===== config.mk =====
export PLATFORM = sky130hd
export DESIGN_NAME = ceespu_sprite_loader
export DESIGN_NICKNAME = d
export VERILOG_FILES = /design/src/rtl/ceespu_sprite_loader.sv
export SDC_FILE = /design/constraint.sdc
export NUM_CORES = 1
export LEC_CHECK = 0
export CORE_MARGIN = 4
export CORE_UTILIZATION = 45
export DETAILED_ROUTE_END_ITERATION = 12
export PLACE_DENSITY = 0.88
export SYNTH_ARGS = -nofsm -noshare
export SYNTH_HDL_FRONTEND = slang
export SYNTH_SLANG_ARGS = --single-unit

===== constraint.sdc =====
create_clock -name clk -period 3.4 [get_ports clk]
set_clock_uncertainty 0.15 [all_clocks]
set_input_delay 0.34 -clock clk [delete_from_list [all_inputs] [get_ports clk]]
set_output_delay 0.34 -clock clk [all_outputs]
set_load 0.03 [all_outputs]

===== src/rtl/ceespu_sprite_loader.sv =====
// rtl/ceespu_sprite_loader.sv - walks the sprite attribute table on vblank and writes each word to its sprite unit
module ceespu_sprite_loader #(
    parameter int NUM_SPRITES = 8,
    parameter int ADDR_W      = 12
) (
    input  logic                   clk,
    input  logic                   rst_n,
    input  logic                   vblank_start,
    input  logic [ADDR_W-1:0]      table_base,
    output logic                   mem_req,
    output logic [ADDR_W-1:0]      mem_addr,
    input  logic                   mem_ack,
    input  logic [31:0]            mem_rdata,
    output logic [NUM_SPRITES-1:0] sprite_update,
    output logic [31:0]            sprite_data,
    output logic                   busy,
    output logic                   done,
    output logic                   overrun
);

    localparam int IDX_W = (NUM_SPRITES > 1) ? $clog2(NUM_SPRITES) : 1;
    localparam logic [IDX_W-1:0] LAST_IDX = IDX_W'(NUM_SPRITES - 1);

    typedef enum logic [1:0] {
        IDLE  = 2'd0,
        REQ   = 2'd1,
        WRITE = 2'd2
    } state_t;

    state_t            state;
    logic [ADDR_W-1:0] base_q;
    logic [IDX_W-1:0]  idx;
    logic [IDX_W-1:0]  next_idx;

    assign next_idx = idx + IDX_W'(1);

    // Every output is a register; the request address is precomputed on entry to REQ.
    always_ff @(posedge clk or negedge rst_n) begin
        if (!rst_n) begin
            state         <= IDLE;
            base_q        <= '0;
            idx           <= '0;
            mem_req       <= 1'b0;
            mem_addr      <= '0;
            sprite_update <= '0;
            sprite_data   <= '0;
            busy          <= 1'b0;
            done          <= 1'b0;
            overrun       <= 1'b0;
        end else begin
            sprite_update <= '0;
            done          <= 1'b0;
            overrun       <= vblank_start && (state != IDLE);
            case (state)
                IDLE: begin
                    if (vblank_start) begin
                        base_q   <= table_base;
                        idx      <= '0;
                        mem_req  <= 1'b1;
                        mem_addr <= table_base;
                        busy     <= 1'b1;
                        state    <= REQ;
                    end
                end
                REQ: begin
                    if (mem_ack) begin
                        sprite_data   <= mem_rdata;
                        mem_req       <= 1'b0;
                        sprite_update <= NUM_SPRITES'(1) << idx;
                        done          <= (idx == LAST_IDX);
                        state         <= WRITE;
                    end
                end
                WRITE: begin
                    if (idx == LAST_IDX) begin
                        busy  <= 1'b0;
                        state <= IDLE;
                    end else begin
                        idx      <= next_idx;
                        mem_req  <= 1'b1;
                        mem_addr <= base_q + ADDR_W'(next_idx);
                        state    <= REQ;
                    end
                end
                default: begin
                    mem_req <= 1'b0;
                    busy    <= 1'b0;
                    state   <= IDLE;
                end
            endcase
        end
    end

endmodule


; ---- After elaboration in Yosys (flattened, before gate mapping)
; Index checks and enable logic that the tools add are counted.
[totals]
reg_bits = 73
latchBits = 0
ram_bits = 0
mem_bits_ro = 0
output_inout_bits = 56
wordCells = 51
memories = 0
[op_classes]
n_addsub = 2
mul = 0
div = 0
n_lt_le_gt_ge = 0
eq_ne = 7
shift = 1
mux = 20
bitwise_logic = 1
reduce_logical = 10
[ops]
columns = cell, n
row1 = 12-bit 2-to-1 mux, 2
row2 = 12-bit case mux with 2 select lines, 1
row3 = 8-bit 2-to-1 mux, 2
row4 = 12-bit by 3-bit adder with 12-bit output, 1
row5 = 3-bit AND reduction, 3
row6 = "2-bit inequality test, second input constant", 4
row7 = "1-bit by 3-bit << shifter with 8-bit output, first input constant", 1
row8 = 1-bit 2-to-1 mux, 7
row9 = 3-bit 2-to-1 mux, 2
row10 = 1-bit case mux with 3 select lines, 2
row11 = 2-bit case mux with 3 select lines, 1
row12 = 3-bit case mux with 2 select lines, 1
row13 = 2-bit AND reduction, 3
row14 = 2-bit 2-to-1 mux, 2
row15 = 2-bit nonzero test, 2
row16 = "3-bit by 1-bit adder with 3-bit output, second input constant", 1
row17 = "3-bit == test, second input constant", 1
row18 = "2-bit by 1-bit == test with 1-bit output, second input constant", 1
row19 = "2-bit == test, second input constant", 1
row20 = 2-bit logical NOT, 1
row21 = 1-bit logical AND, 1
row22 = 1-bit NOT, 1

; ---- Depth between registers and ports, before layout
[depth]
word_depth = 4
ltp_mapped = 8
ltp_nobuf = 8

; ---- Least setup slack after synthesis
; Ideal clock, no wire load.
[synth_timing]
path_kind = reg-to-reg
start = register idx[0]
end = register mem_addr[6]
setup_ns = 0.066
t_arrival_ns = 2.135
required_ns = 3.184
slack_ns = 1.049
stages_incl_launch_ff = 9
path_buffers = 0
synth_period_minus_slack_ns = 2.351
cell_sequence = dfrtp_1 > ha_1 > ha_1 > inv_1 > ha_1 > a21oi_1 > or3_1 > a311o_1 > nand2_1
[synth_between]
elab_chain_cells = 4
word_cells_on_any_way = 7
classes_between = add/sub (2) / eq/ne (2) / mux (2) / reduce/logical (1)
[synth_rtl]
columns = item, line
row1 = start: declaration, 32  ; logic [IDX_W-1:0] idx;
row2 = start signal: assignment, 79  ; idx <= next_idx;
row3 = 3-bit by 1-bit adder with 3-bit output, 35  ; assign next_idx = idx + IDX_W'(1);
row4 = 12-bit by 3-bit adder with 12-bit output, 81  ; mem_addr <= base_q + ADDR_W'(next_idx);
row5 = 12-bit 2-to-1 mux, 75  ; if (idx == LAST_IDX) begin
row6 = 12-bit case mux with 2 select lines, 54  ; case (state)
row7 = end signal: assignment, 60  ; mem_addr <= table_base;
row8 = end signal: assignment, 81
row9 = end: declaration, 11  ; output logic [ADDR_W-1:0] mem_addr,
; Several ways; a longest one is shown, not always the timed one. The select of a mux whose other input is x is not followed.
; A chain may end at the register's enable or synchronous reset.

; ---- Worst setup path in the final report
; Ends and elaborated chain as after synthesis.

==> key figures <==
Outcome
  – Status: finished, final reports clean

Global routing
  – GR Util met2: 28.4%
  – Grt peak-use layer: met2
  – Met3 Use GR: 6.96%
  – Vias in the first global route: 2430
  – Initial antenna violation count: 0
  – Global route overflow: 0
  – Met1 track demand over resource: ~22%
  – First-pass GRT wire length: 11800 um
  – Largest net degree at the start of global routing: 73
  – Total GRT Usage: 17.9%

Critical path
  – Startpoint Class: register
  – Worst Path Class, Setup: reg -> reg
  – Worst R2R Setup Slack: ~0.77 ns
  – R2R cell count: 8
  – Worst flop-to-flop path endpoint: mem_addr[6]
  – Peak fanout along the critical path: 7
  – Worst Path Required: 3.52 ns
  – Element type at the critical path end: register
  – R2r startpoint: idx[0]
  – Critical Path AT: 2.75 ns

CTS
  – H-tree depth: 3
  – Clk sinks: roughly 70
  – CTS tree: done
  – Post-CTS setup buffer count: 0
  – CTS buffer count: 9
  – Skew-Pair Late Insertion Delay: roughly 0.34 ns
  – Clock transition at path regs: 0.07 ns
  – Max clock buf depth: 2
  – # hold bufs at CTS: 0
  – Post-cts sizing count: 0
  – Clock root cell: clkbuf_8

Logic synthesis
  – EDFF count, synth: 0
  – Unique masters post-synth: 42
  – Seq/Total Area, Yosys: 57.3%
  – Compound-Gate Fraction of Synth Area: under 10%
  – YS warnings: 0
  – Syn Nets: about 310
  – Synth Instances: 251
  – Largest family of logic cells by synthesized area: multiplexers
  – Synth async-reset ratio: 100%
  – Cell with the most instances after synthesis: dfrtp_1
  – Post-synth top area share: 57.3%
  – Post-synthesis adder-cell area fraction: approximately 4.2%
  – XOR/XNOR Fraction of Synth Area: 1.39%
  – Ys flop type: dfrtp_1
  – Seq cells post-synth: ~70
  – Post-Syn Area per Cell: approximately 13 sq um
  – Mapped Area: 0.00314 sq mm
  – Post-synth top cells: dfrtp_1 (72), mux2_2 (40), nand2_1 (20)
  – Synth area leader: dfrtp_1
  – Multiplexer share of the synthesized area: 15.0%
  – Simple-Gate Fraction of Synth Area: 10.1%
  – Largest cells by area after synthesis: dfrtp_1 (57%), mux2_2 (14%), ha_1 (3.6%)

Layout
  – Register area: 0.00180 sq mm
  – FILL cells: 533
  – Ant diodes: 0
  – Layout Area Growth over Synthesis: 40.6%
  – Final core utilization: 65.0%
  – Layout cells sized above 1: 17.3%
  – Fin nets: 413
  – Area occupied by multi-input gates: 0.00123 sq mm

Power
  – Combinational cell fraction of total power: 49.7%
  – P_int: between 2000 and 3000 uW
  – Sw power: 1720 uW
  – Pwr per Cell Area: around 970 mW/mm^2
  – Switching share of power: 40.1%
  – LEAKAGE: 0.00187 uW
  – VDD IR max: roughly 500 uV
  – Clock network fraction of design power: 15.1%
  – Register share of total power: a little over a third

Placed design
  – Placer congestion estimate: 0.793
  – Port Buffers: 103
  – Hpwl dp: between 5000 and 6000 um
  – Setup slack at placement: approximately 0.84 ns

Job
  – Max Cap Violations: 0

Worst hold path
  – HP Class: in -> async

Detailed routing
  – Vias/cell: 5.08
  – Routed wire length: 7200 um
  – Vias: 2311
  – 1st-iter DRT viols: 94
  – Routed len/inst: 15.8 um
  – Detailed Routing Iterations Pass 1: 4
  – ANT nets after route: 0
  – Remaining DRCs: 0

Timing
  – Final Setup Violations: 0
  – Slew @ Worst Pin: 0.906 ns
  – Max-Slew Margin vs Limit: 39.5%
  – Setup ws final: 0.774 ns
  – Final TNS setup: 0 ns
  – Fin crit period: 2.63 ns
  – Fmax achieved: 381 MHz
  – Tcrit/Tclk final: 77.2%
  – Hold Vio Cnt, Final: 0
  – Max-slew violations: 0
  – RSZ-0062 raised after global routing: false

Die
  – Core area: 0.00679 sq mm
  – Die footprint: approximately 0.0084 sq mm
  – Die X: 91.6 um
  – Initial Util: 46.3%
  – Io pins: 104
  – # rows: 30
  – Die height: 91.6 um
[critical path, stage by stage (launching register included)]
cell	delay, ns
dfrtp_1	0.43
ha_1	0.24
ha_1	0.30
inv_1	0.05
ha_1	0.32
a21oi_1	0.45
o21ai_0	0.21
a311o_1	0.35
nand2_1	0.06
[final cells by class]
type / count / area share, %
Multi-Input combinational cell: 157 / 27.8
Timing Repair Buffer: 105 / 23.6
Inverter: 10 / 0.850
Tap cell: 96 / 2.72
Clock buffer: 12 / 3.29
Sequential cell: 72 / 40.8
Clock inverter: 3 / 0.963
[cell families after synthesis]
kind of cell,after synthesis
AOI/OAI and AO/OA,41
xor gates and xnor gates,5
adders and majority gates,10
buffers and inverters,22
DFF,72
muxes,42
and+or+nand+nor,59
[through the flow]
stage,instances,area [sq um],hold slack [ns],power (uW)
finish,455,4420,0.0652,4280
detailed placement,440,4230,0.315,3670
CTS,455,4420,0.0998,4330
floorplan,251,3140,-0.106,2820
global route,455,4420,0.154,4560
global placement,440,4230,0.318,3590
[layout by cell type (no fill, tap or decap), drive strengths merged, types with 2 or more instances in the layout]
cell           instances
nand2b                 5
o21ai                 16
inv                   10
nor2                   7
and3                   8
nand2                 20
o211ai                 2
xnor2                  5
o31ai                  3
a21oi                  8
nor2b                  4
nor3                   5
a22oi                  2
clkdlybuf4s50        102
dfrtp                 72
ha                     9
mux2                  40
and2                   2
mux2i                  2
clkbuf                12
o21a                   2
nand3                  3
buf                    3
a2111oi                2
[registers in the layout, summed over array words and instances, names as in the netlist]
signal	count
mem_req	1
mem_addr	12
busy	1
sprite_data	32
done	1
state	2
base_q	12
sprite_update	7
idx	3
overrun	1
[how the worst max path moves through the flow]
| stage | startpoint | to | slack [ns] | cells past startpoint |
|---|---|---|---|---|
| finish | idx[0] | mem_addr[6] | 0.77 | 8 |
| global route | idx[0] | mem_addr[6] | 0.61 | 8 |
| CTS | idx[0] | mem_addr[6] | 0.76 | 8 |
| detailed placement | idx[0] | mem_addr[6] | 0.84 | 8 |
| global placement | idx[0] | mem_addr[6] | 0.97 | 8 |
| floorplan | idx[0] | mem_addr[6] | 1.05 | 8 |
[power by group through the flow]
| stage | combinational (uW) | clock, uW | sequential, uW |
|---|---|---|---|
| 2_1_floorplan | 798 | 0 | 2030 |
| 3_3_place_gp | 2080 | 0 | 1500 |
| 3_5_place_dp | 2150 | 0 | 1520 |
| 4_1_cts | 2160 | 668 | 1510 |
| 5_1_grt | 2280 | 710 | 1570 |
| 6_report | 2130 | 645 | 1510 |
[routing by layer]
layer | part of all wire (%) | vias up
met3 | 9.9 | 10
met4 | 1.1 | 0
met5 | 0 | -
met1 | 43 | 1115
li1 | - | 1078
met2 | 46 | 108
Power figures use the tool's default switching activity.
